--- src/rtl/hilo_div_pkg.sv ---
// Shared definitions for the HI/LO divider: register-bus width, write-port
// constants and divider state encodings.
package hilo_div_pkg;

  localparam int unsigned RegWidth = 32;
  typedef logic [RegWidth-1:0] reg_bus_t;

  localparam logic WriteEnable  = 1'b1;
  localparam logic WriteDisable = 1'b0;

  localparam logic HILO_ADDR_LO = 1'b0;
  localparam logic HILO_ADDR_HI = 1'b1;

  typedef enum logic [2:0] {
    DIV_IDLE,
    DIV_ZERO,
    DIV_ON,
    DIV_WR_LO,
    DIV_WR_HI
  } div_state_e;

endpackage

--- src/rtl/hilo_div.sv ---
// Iterative restoring divider, one quotient bit per cycle; commits the
// quotient to LO then the remainder to HI over the single HI/LO write port.
module hilo_div
  import hilo_div_pkg::*;
#(
  parameter int unsigned WIDTH = RegWidth
) (
  input  logic             clk,
  input  logic             rst_n,
  input  logic             start_i,
  input  logic             signed_i,
  input  logic             annul_i,
  input  logic [WIDTH-1:0] dividend_i,
  input  logic [WIDTH-1:0] divisor_i,
  output logic             busy_o,
  output logic             done_o,
  output logic             hilo_w_en_o,
  output logic             hilo_w_addr_o,
  output logic [WIDTH-1:0] hilo_w_data_o
);

  div_state_e state, state_nxt;

  logic [2*WIDTH:0] acc;
  logic [2*WIDTH:0] acc_shl;
  logic [2*WIDTH:0] acc_step;
  logic [WIDTH:0]   trial;
  logic [WIDTH-1:0] dvsr;
  logic [WIDTH-1:0] dividend_mag;
  logic [WIDTH-1:0] divisor_mag;
  logic [WIDTH-1:0] quot;
  logic [WIDTH-1:0] rem;
  logic [5:0]       cnt;
  logic             neg_q;
  logic             neg_r;
  logic             accept;

  assign accept = (state == DIV_IDLE) && start_i && !annul_i;

  assign dividend_mag = (signed_i && dividend_i[WIDTH-1]) ? -dividend_i : dividend_i;
  assign divisor_mag  = (signed_i && divisor_i[WIDTH-1])  ? -divisor_i  : divisor_i;

  // Trial subtract on the shifted upper half; a clear borrow bit keeps the difference.
  assign acc_shl  = acc << 1;
  assign trial    = acc_shl[2*WIDTH:WIDTH] - {1'b0, dvsr};
  assign acc_step = trial[WIDTH] ? acc_shl : {trial, acc_shl[WIDTH-1:1], 1'b1};

  assign quot = acc[WIDTH-1:0];
  assign rem  = acc[2*WIDTH-1:WIDTH];

  always_ff @(posedge clk or negedge rst_n) begin
    if (!rst_n) begin
      state <= DIV_IDLE;
      acc   <= '0;
      dvsr  <= '0;
      cnt   <= '0;
      neg_q <= 1'b0;
      neg_r <= 1'b0;
    end else begin
      state <= state_nxt;
      if (accept) begin
        cnt   <= '0;
        dvsr  <= divisor_mag;
        neg_q <= signed_i && (dividend_i[WIDTH-1] ^ divisor_i[WIDTH-1]);
        neg_r <= signed_i && dividend_i[WIDTH-1];
        // A zero result in the accumulator stays zero after sign correction.
        acc   <= (divisor_i == '0) ? '0 : {{(WIDTH+1){1'b0}}, dividend_mag};
      end else if (state == DIV_ON) begin
        acc <= acc_step;
        cnt <= cnt + 6'd1;
      end
    end
  end

  always_comb begin
    state_nxt = state;
    unique case (state)
      DIV_IDLE:  if (accept) state_nxt = (divisor_i == '0) ? DIV_ZERO : DIV_ON;
      DIV_ZERO:  state_nxt = annul_i ? DIV_IDLE : DIV_WR_LO;
      DIV_ON: begin
        if (annul_i)                     state_nxt = DIV_IDLE;
        else if (cnt == 6'(WIDTH - 1))   state_nxt = DIV_WR_LO;
      end
      DIV_WR_LO: state_nxt = DIV_WR_HI;
      DIV_WR_HI: state_nxt = DIV_IDLE;
      default:   state_nxt = DIV_IDLE;
    endcase
  end

  always_comb begin
    hilo_w_en_o   = WriteDisable;
    hilo_w_addr_o = HILO_ADDR_LO;
    hilo_w_data_o = '0;
    if (state == DIV_WR_LO) begin
      hilo_w_en_o   = WriteEnable;
      hilo_w_addr_o = HILO_ADDR_LO;
      hilo_w_data_o = neg_q ? -quot : quot;
    end else if (state == DIV_WR_HI) begin
      hilo_w_en_o   = WriteEnable;
      hilo_w_addr_o = HILO_ADDR_HI;
      hilo_w_data_o = neg_r ? -rem : rem;
    end
  end

  assign busy_o = ((state != DIV_IDLE) && (state != DIV_WR_HI)) || accept;
  assign done_o = (state == DIV_WR_HI);

endmodule

--- config.mk ---
export PLATFORM = sky130hd
export DESIGN_NAME = hilo_div
export DESIGN_NICKNAME = d
export VERILOG_FILES = /design/src/rtl/hilo_div_pkg.sv /design/src/rtl/hilo_div.sv
export SDC_FILE = /design/constraint.sdc
export NUM_CORES = 1
export LEC_CHECK = 0
export CORE_UTILIZATION = 58
export CTS_CLUSTER_DIAMETER = 80
export DETAILED_ROUTE_END_ITERATION = 7
export GPL_TIMING_DRIVEN = 0
export HOLD_SLACK_MARGIN = 0.06
export PLACE_DENSITY = 0.82
export SETUP_SLACK_MARGIN = 0.05
export SLEW_MARGIN = 20
export SYNTH_ARGS = -nofsm -noshare
export SYNTH_HDL_FRONTEND = slang
export SYNTH_SLANG_ARGS = --single-unit
--- constraint.sdc ---
create_clock -name clk -period 4.5 [get_ports clk]
set_input_delay 0.675 -clock clk [delete_from_list [all_inputs] [get_ports clk]]
set_output_delay 0.675 -clock clk [all_outputs]
set_load 0.02 [all_outputs]
# After elaboration in Yosys (flattened, before gate mapping)

Cells that the tools add are included.

Flip-flop bits (word level): 107
Logic and storage cells: 55
Output and inout bits: 36
Bits of input ports: 69

Bitwise logic cells: 1
Eq/ne operators: 8
$add $sub $neg: 6
Muxes and demuxes: 21
Reductions and logical operators: 13

Operators with widths:

| operator                                                               | number |
|---|---|
| 32-bit two-way mux                                                     | 7 |
| 64-bit two-way mux                                                     | 3 |
| 32-bit negator                                                         | 4 |
| 33-bit by 32-bit subtractor with 33-bit output                         | 1 |
| 32-bit logical NOT                                                     | 1 |
| 6-bit two-way mux                                                      | 2 |
| 3-bit case mux with 4 select lines                                     | 1 |
| 3-bit two-way mux                                                      | 3 |
| 6-bit by 1-bit adder with 6-bit output (second input constant)         | 1 |
| 3-bit by 2-bit equality test with 1-bit output (second input constant) | 2 |
| 6-bit by 5-bit equality test with 1-bit output (second input constant) | 1 |
| 1-bit logical AND                                                      | 6 |
| 2-bit two-way mux                                                      | 2 |
| 3-bit by 1-bit equality test with 1-bit output (second input constant) | 1 |
| 3-bit equality test (second input constant)                            | 1 |
| 3-bit logical NOT                                                      | 1 |
| 1-bit two-way mux                                                      | 3 |
| 3-bit by 2-bit != test with 1-bit output (second input constant)       | 1 |
| 3-bit != test (second input constant)                                  | 1 |
| 3-bit nonzero test                                                     | 1 |
| 2-bit != test (second input constant)                                  | 1 |
| 2-bit AND reduction                                                    | 1 |
| 2-bit nonzero test                                                     | 1 |
| 1-bit logical NOT                                                      | 1 |
| other kinds (2)                                                        | 2 |

# Depth between registers and ports, before layout

Gate-level depths: netlist of run 1.

Depth in word-level cells: 5
Mapped depth: 14

# Worst setup path after synthesis of run 1

OpenSTA, ideal clock, no wires.

Path kind: reg2out
Start point: reg acc[0]
End point: out hilo_w_data_o[28]
Buffers on the path: 0
Arrival: 3058 ps
Stages on the path, launching flop included: 11
Path slack: 767 ps
Cell sequence: dfrtp_1 > inv_2 > ha_1 > nand2_1 > or3_4 > or4_4 > or3_4 > or4_4 > o31ai_4 > xor2_1 > o22ai_1

Longest elaborated chain between the ends: 3

Ends and longest elaborated chain:

| what                     | line           | source |
|---|---|---|
| start: declaration       | hilo_div.sv:24 | `logic [2*WIDTH:0] acc;` |
| start signal: assignment | hilo_div.sv:67 | `acc <= (divisor_i == '0) ? '0 : {{(WIDTH+1){1'b0}}, dividend_mag};` |
| start signal: assignment | hilo_div.sv:69 | `acc <= acc_step;` |
| 32-bit negator           | hilo_div.sv:97 | `hilo_w_data_o = neg_q ? -quot : quot;` |
| 32-bit two-way mux       | hilo_div.sv:97 |  |
| 32-bit two-way mux       | hilo_div.sv:94 | `if (state == DIV_WR_LO) begin` |
| end: declaration         | hilo_div.sv:19 | `output logic [WIDTH-1:0] hilo_w_data_o` |

Every way passes these cells.

# Worst setup path in the final report of run 1

Start point: reg acc[7]
End point: out hilo_w_data_o[29]

The elaborated chain is that of the path after synthesis.

==> impl_metrics.tcl, run 1 <==
set metrics [dict create \
    status "complete, but fails checks" \
    slew_viol_final 0 \
    synth_compound_area_share_pct 23.41 \
    die_area_um2 16570 \
    diodes 0 \
    synthArstFlopShare_pct 100.0 \
    chipWidth_um 128.7 \
    core-area_um2 15430 \
    ys_seq_area_share_pct 28.74 \
    period_minus_slack_ns 4.379 \
    hold_ws_ns 0.1675 \
    antenna_left 0 \
    antenna_found_initial 0 \
    ys.flop_type "dfrtp_1" \
    cellPowerDensity_nw_per_um2 691.8 \
    cts_setup_buffers 0 \
    grt_use_total_pct 36.80 \
    placed_area_um2 10660 \
    grt_max_degree 80 \
    synth_edf_count 0 \
    wl_per_cell_um 19.43 \
    synth_top_family_by_area "compound AO/OA/AOI/OAI gates" \
    io_pins 105 \
    synth_nets 1302 \
    clock_latency_ns 0.38 \
    met3_usage_pct 8.649 \
    syn-instance-count 1195 \
    synthMuxAreaShare_pct 4.660 \
    setup.worst_path.start_class "flop" \
    rows 45 \
    post-place-cells 1511 \
    busiest_layer "met2" \
    p_total_uw 7588 \
    area_delta_synth_final_pct 17.73 \
    numCtsBuffers 9 \
    setup_violations 0 \
    drc 1 \
    cts_tree "yes" \
    first_global_vias 9038 \
    skew_ns 0.01407 \
    maxSlewHeadroom_pct 41.90 \
    grt_use_met1_pct 50.36 \
    fmax_ghz 0.2284 \
    hold_violations 0 \
    layoutNonFillerInstCount 1527 \
    synthAdderAreaFrac_pct 5.184 \
    via_per_inst 6.409 \
    syn-cell-area_um2 9316 \
    arrival_ns 3.70 \
    htree_levels 3 \
    grt.met2_usage_pct 57.87 \
    violations "DRC" \
    gp_congestion 0.9814 \
    cts_num_sinks 107 \
    drive_above_1_share_pct 4.103 \
    nets 1418 \
    max_cap_viol_count 0 \
    final.setup.tns_ns 0 \
    dpl.hpwl_um 22940 \
    drtPass1Iterations 8 \
    avgSynthCellArea_um2 7.796 \
    rsz0062_at_grt "yes" \
    wirelength_um 29660 \
    endpoint_kind "output pin" \
    yosys.area_share.simple_pct 19.34 \
    num_vias 9787 \
    path_max_fanout 6 \
    tightest_slew_ns 0.8714 \
    leakagePower_uw 0.004591 \
    stdcell_area_um2 10970 \
    cts_buffer_depth 2 \
    grt_pass1_wl_um 47150 \
    cts-root-buf "clkbuf_16" \
    io_buffer_count 104 \
    grt-ovfl-total 0 \
    critPathKind "reg -> out" \
    ys_seq_elements 107 \
    clk_pin_slew_ns 0.08 \
    crit_required_ns 3.83 \
    ys_types 67 \
    ir_drop_mv 0.4012 \
    synth_warnings 0 \
    synth_xor_area_share_pct 13.44 \
    period_share_pct 97.31 \
    dieHeight_um 128.7 \
    start_util_pct 60.39 \
    hold_path_class "in -> async" \
    drt-initial-drc-count 958 \
]
## worst paths after layout
path	start	to	slack [ns]	cells after the start
min in group clk	dvsr[10]	dvsr[10]	0.48	2
hold reg to reg	dvsr[10]	dvsr[10]	0.48	2
setup / recovery	acc[7]	hilo_w_data_o[29]	0.12	8
hold / removal	rst_n	dvsr[23]	0.17	1
max in group asynchronous	rst_n	acc[60]	3.61	2
setup reg to reg	acc[31]	acc[46]	0.56	14
## registers in the layout, indices dropped and copies added, names as in the netlist
| name | cells |
|---|---|
| dvsr | 32 |
| acc | 64 |
| cnt | 6 |
| neg_r | 1 |
| state | 3 |
| neg_q | 1 |
## critical path, cell delays in order, from the launching register on
cell,delay [ns]
dfrtp_1,0.45
or3_1,0.48
or4_4,0.59
or3_4,0.37
or4_4,0.47
o41ai_2,0.25
xor2_1,0.24
o22ai_1,0.13
dlygate4sd2_1,0.36
## placed cells by master (no fill, tap or decap), drive strengths merged, types with 3 or more instances in the layout
cell,count
inv,62
o22ai,50
or2,5
mux2i,40
xnor2,53
o31a,4
xor2,90
and2,4
nor2b,7
nor4,10
nor2,64
clkdlybuf4s50,92
o21ai,112
o41ai,10
mux2,3
or4,15
nand2b,7
a21boi,3
clkbuf,69
a31o,4
dlymetal6s2s,3
o21a,6
o31ai,29
nand4,10
o211ai,7
or3,13
buf,13
a31oi,18
a211oi,5
dfrtp,107
nand3,40
nand2,160
dlygate4sd2,6
ha,37
and3,6
a21oi,88
a21o,10
nor3b,4
nor3,24
## synth_stat cells, types with 8 or more instances
master	number	area, um2
o31ai_1	27	202.7
a21o_1	10	75.07
mux2i_1	40	400.4
o22ai_1	50	312.8
nor2_1	63	236.5
nand2_1	160	600.6
o21ai_0	75	375.4
nand4_1	10	62.56
nand3_1	40	200.2
a21oi_1	88	440.4
a31oi_1	18	112.6
or4_1	10	75.07
or3_1	8	50.05
nor4_1	10	62.56
nor3_1	24	120.1
ha_1	37	462.9
o41ai_1	10	87.58
clkbuf_1	55	206.5
inv_1	57	214.0
dfrtp_1	107	2678
o21ai_1	37	185.2
xor2_1	90	788.3
xnor2_1	53	464.2
## per-stage QoR
stage               setup slack, ns  utilization [%]
finish                       0.1213            71.09
global route                0.03786            71.09
CTS                         0.04348            71.05
floorplan                    0.7668                -
detailed placement           0.1939            69.07
global placement             -1.372            68.85
## power by group
part           switching (uW)  internal [uW]  leakage, uW
sequential                599           1370      0.00134
clock                     416            454     0.000146
combinational            2800           1950      0.00310
## timing repair
item | in CTS | in global routing
gates cloned | 0 | 0
resized for setup | 10 | 7
endpoints found under the setup margin | 9 | 6
hold endpoints to repair | 0 | 0
hold buffers | 0 | 0
## cells by family after synthesis
family,count (synthesis)
muxes,43
buffers and inverters,127
DFF,107
AOI/OAI and AO/OA,361
adders and majority gates,38
and+or+nand+nor,376
xor gates and xnor gates,143
## area by class of cell
class                      count  area (um2)
buffer                        68       265.3
timing repair buffer         105        1060
multi-input combinational    961        6170
inverter                      59       221.5
clock inverter                 6       71.32
sequential                   107        2678
tap                          211       264.0
fill                        1330        4459
clock buffer                  10       239.0
## routing by layer
| metal | part of all wire [%] | wire, um |
|---|---|---|
| met1 | 42 | 12520 |
| met2 | 45 | 13330 |
| met3 | 10 | 3080 |
| met4 | 2.5 | 732 |
| met5 | 0 | 0 |
Power figures use the tool's default switching activity.
==> run 2, diff against run 1 <==
--- a/config.mk
+++ b/config.mk
@@ -5,6 +5,7 @@
 export SDC_FILE = /design/constraint.sdc
 export NUM_CORES = 1
 export LEC_CHECK = 0
+export ABC_CLOCK_PERIOD_IN_PS = 4500
 export CORE_UTILIZATION = 58
 export CTS_CLUSTER_DIAMETER = 80
 export DETAILED_ROUTE_END_ITERATION = 7
==> results of run 2 <==
The final DEF is identical to that of run 1; final timing and power are the same.
==> run 3, diff against run 2 <==
--- a/config.mk
+++ b/config.mk
@@ -6,6 +6,7 @@
 export NUM_CORES = 1
 export LEC_CHECK = 0
 export ABC_CLOCK_PERIOD_IN_PS = 4500
+export CORE_MARGIN = 2
 export CORE_UTILIZATION = 58
 export CTS_CLUSTER_DIAMETER = 80
 export DETAILED_ROUTE_END_ITERATION = 7
==> impl_metrics.tcl, run 3 (synthesis gave the netlist of run 1 again) <==
set metrics [dict create \
    die_area_um2 17090 \
    cellPowerDensity_nw_per_um2 683.5 \
    reg_top3 "acc x64, dvsr x32, cnt x6" \
    post-place-cells 1516 \
    antenna_left 0 \
    chipWidth_um 130.7 \
    period_minus_slack_ns 4.336 \
    maxSlewHeadroom_pct 43.13 \
    violations "DRC" \
    ir_drop_mv 0.3226 \
    path_max_fanout 5 \
    cts-root-buf "clkbuf_16" \
    rsz0062_at_grt "no" \
    htree_levels 3 \
    layoutNonFillerInstCount 1532 \
    setup_violations 0 \
    final_common_cell "nand2_1" \
    slew_viol_final 0 \
    hold_path_class "in -> async" \
    grt_pass1_wl_um 45300 \
    first_global_vias 8868 \
    crit_required_ns 3.83 \
    status "complete, but fails checks" \
    io_pins 105 \
    antenna_found_initial 0 \
    cts_setup_buffers 0 \
    wirelength_um 28840 \
    crit-reg2reg-launch "acc[31]" \
    cts_num_sinks 107 \
    worst_r2r_endpoint "acc[46]" \
    skew_ns 0.01087 \
    area_delta_synth_final_pct 17.36 \
    reg2reg_slack_ns 0.58 \
    drtPass1Iterations 8 \
    final_cell_mix "nand2_1 (160), dfrtp_1 (107), clkdlybuf4s50_1 (92)" \
    numCtsBuffers 9 \
    max_cap_viol_count 0 \
    start_util_pct 59.08 \
    placed_area_um2 10660 \
    holdBufCountCts 0 \
    cts_tree "yes" \
    setup.worst_path.start_class "flop" \
    drt-initial-drc-count 992 \
    clk_pin_slew_ns 0.08 \
    dpl.hpwl_um 22520 \
    clock_latency_ns 0.37 \
    worstRegToRegCells 14 \
    stdcell_area_um2 10930 \
    largest_reg_flops 64 \
    largest_register "acc" \
    grt_max_degree 81 \
    drive_above_1_share_pct 4.103 \
    diodes 0 \
    grt-ovfl-total 0 \
    tightest_slew_ns 0.8530 \
    nets 1418 \
    num_vias 9676 \
    arrival_ns 3.66 \
    core-area_um2 15770 \
    endpoint_kind "output pin" \
    critPathKind "reg -> out" \
    rows 46 \
    period_share_pct 96.36 \
    grt_use_total_pct 34.17 \
    fmax_ghz 0.2306 \
    via_per_inst 6.316 \
    dieHeight_um 130.7 \
    io_buffer_count 104 \
    cts_buffer_depth 2 \
    hold_violations 0 \
    gp_congestion 0.9795 \
    wl_per_cell_um 18.82 \
    leakagePower_uw 0.004579 \
    drc 1 \
]
run 3: worst max path at each step:
stage / startpoint / end / depth (start not counted)
3_3_place_gp: rst_n / acc[28] / 1
3_5_place_dp: acc[0] / hilo_w_data_o[28] / 11
6_report: acc[3] / hilo_w_data_o[31] / 10
2_1_floorplan: acc[0] / hilo_w_data_o[28] / 10
4_1_cts: acc[0] / hilo_w_data_o[28] / 11
5_1_grt: acc[1] / hilo_w_data_o[28] / 11
run 3: critical path: stages, from the launching register on:
cell and delay, ns:
dfrtp_1 0.44, nor2_2 0.15, nand3_1 0.10, or3_4 0.36, or4_4 0.46, or3_4 0.37
or4_4 0.47, o31ai_2 0.24, xnor2_1 0.09, o22ai_1 0.23, dlygate4sd2_1 0.37
run 3: per-stage QoR:
stage	worst slack, ns	setup TNS (ns)	total power, uW	hold slack, ns	util [%]
finish	0.1637	0	7474	0.1675	69.34
global route	0.05055	0	8069	0.1844	69.34
CTS	0.02754	0	7357	0.1731	69.36
detailed placement	0.1717	0	6542	0.4711	67.61
global placement	-1.383	-146.67	6412	0.4625	67.39
floorplan	0.7668	0	5326	0.3794	-
run 3: area by class of cell:
cell class | instances | area (um2)
sequential | 107 | 2678
timing repair buffer | 105 | 1056
clock inverter | 7 | 56.30
clock buffer | 9 | 225.2
multi-input combinational | 961 | 6162
tap | 216 | 270.3
buffer | 68 | 265.3
fill | 1340 | 4836
inverter | 59 | 221.5
run 3: metal layers:
metal / vias up / wire, um / track usage (%) / share of wire, %
met4: 0 / 909 / 10.58 / 3.2
li1: 4523 / - / - / -
met2: 486 / 12950 / 52.82 / 45
met1: 4588 / 12180 / 46.98 / 42
met5: - / 0 / 0 / 0
met3: 79 / 2797 / 9.446 / 9.7
run 3: what timing repair did:
item	4_1_cts	5_1_grt
pin swaps	0	0
cloned	0	0
setup endpoints to repair	9	6
resized for setup	9	10
run 3: where the power goes:
part           switching [uW]  leakage [uW]  internal, uW
registers                 583       0.00134          1370
clock network             412      0.000138           386
logic                    2780       0.00310          1950
total                    3780       0.00458          3700
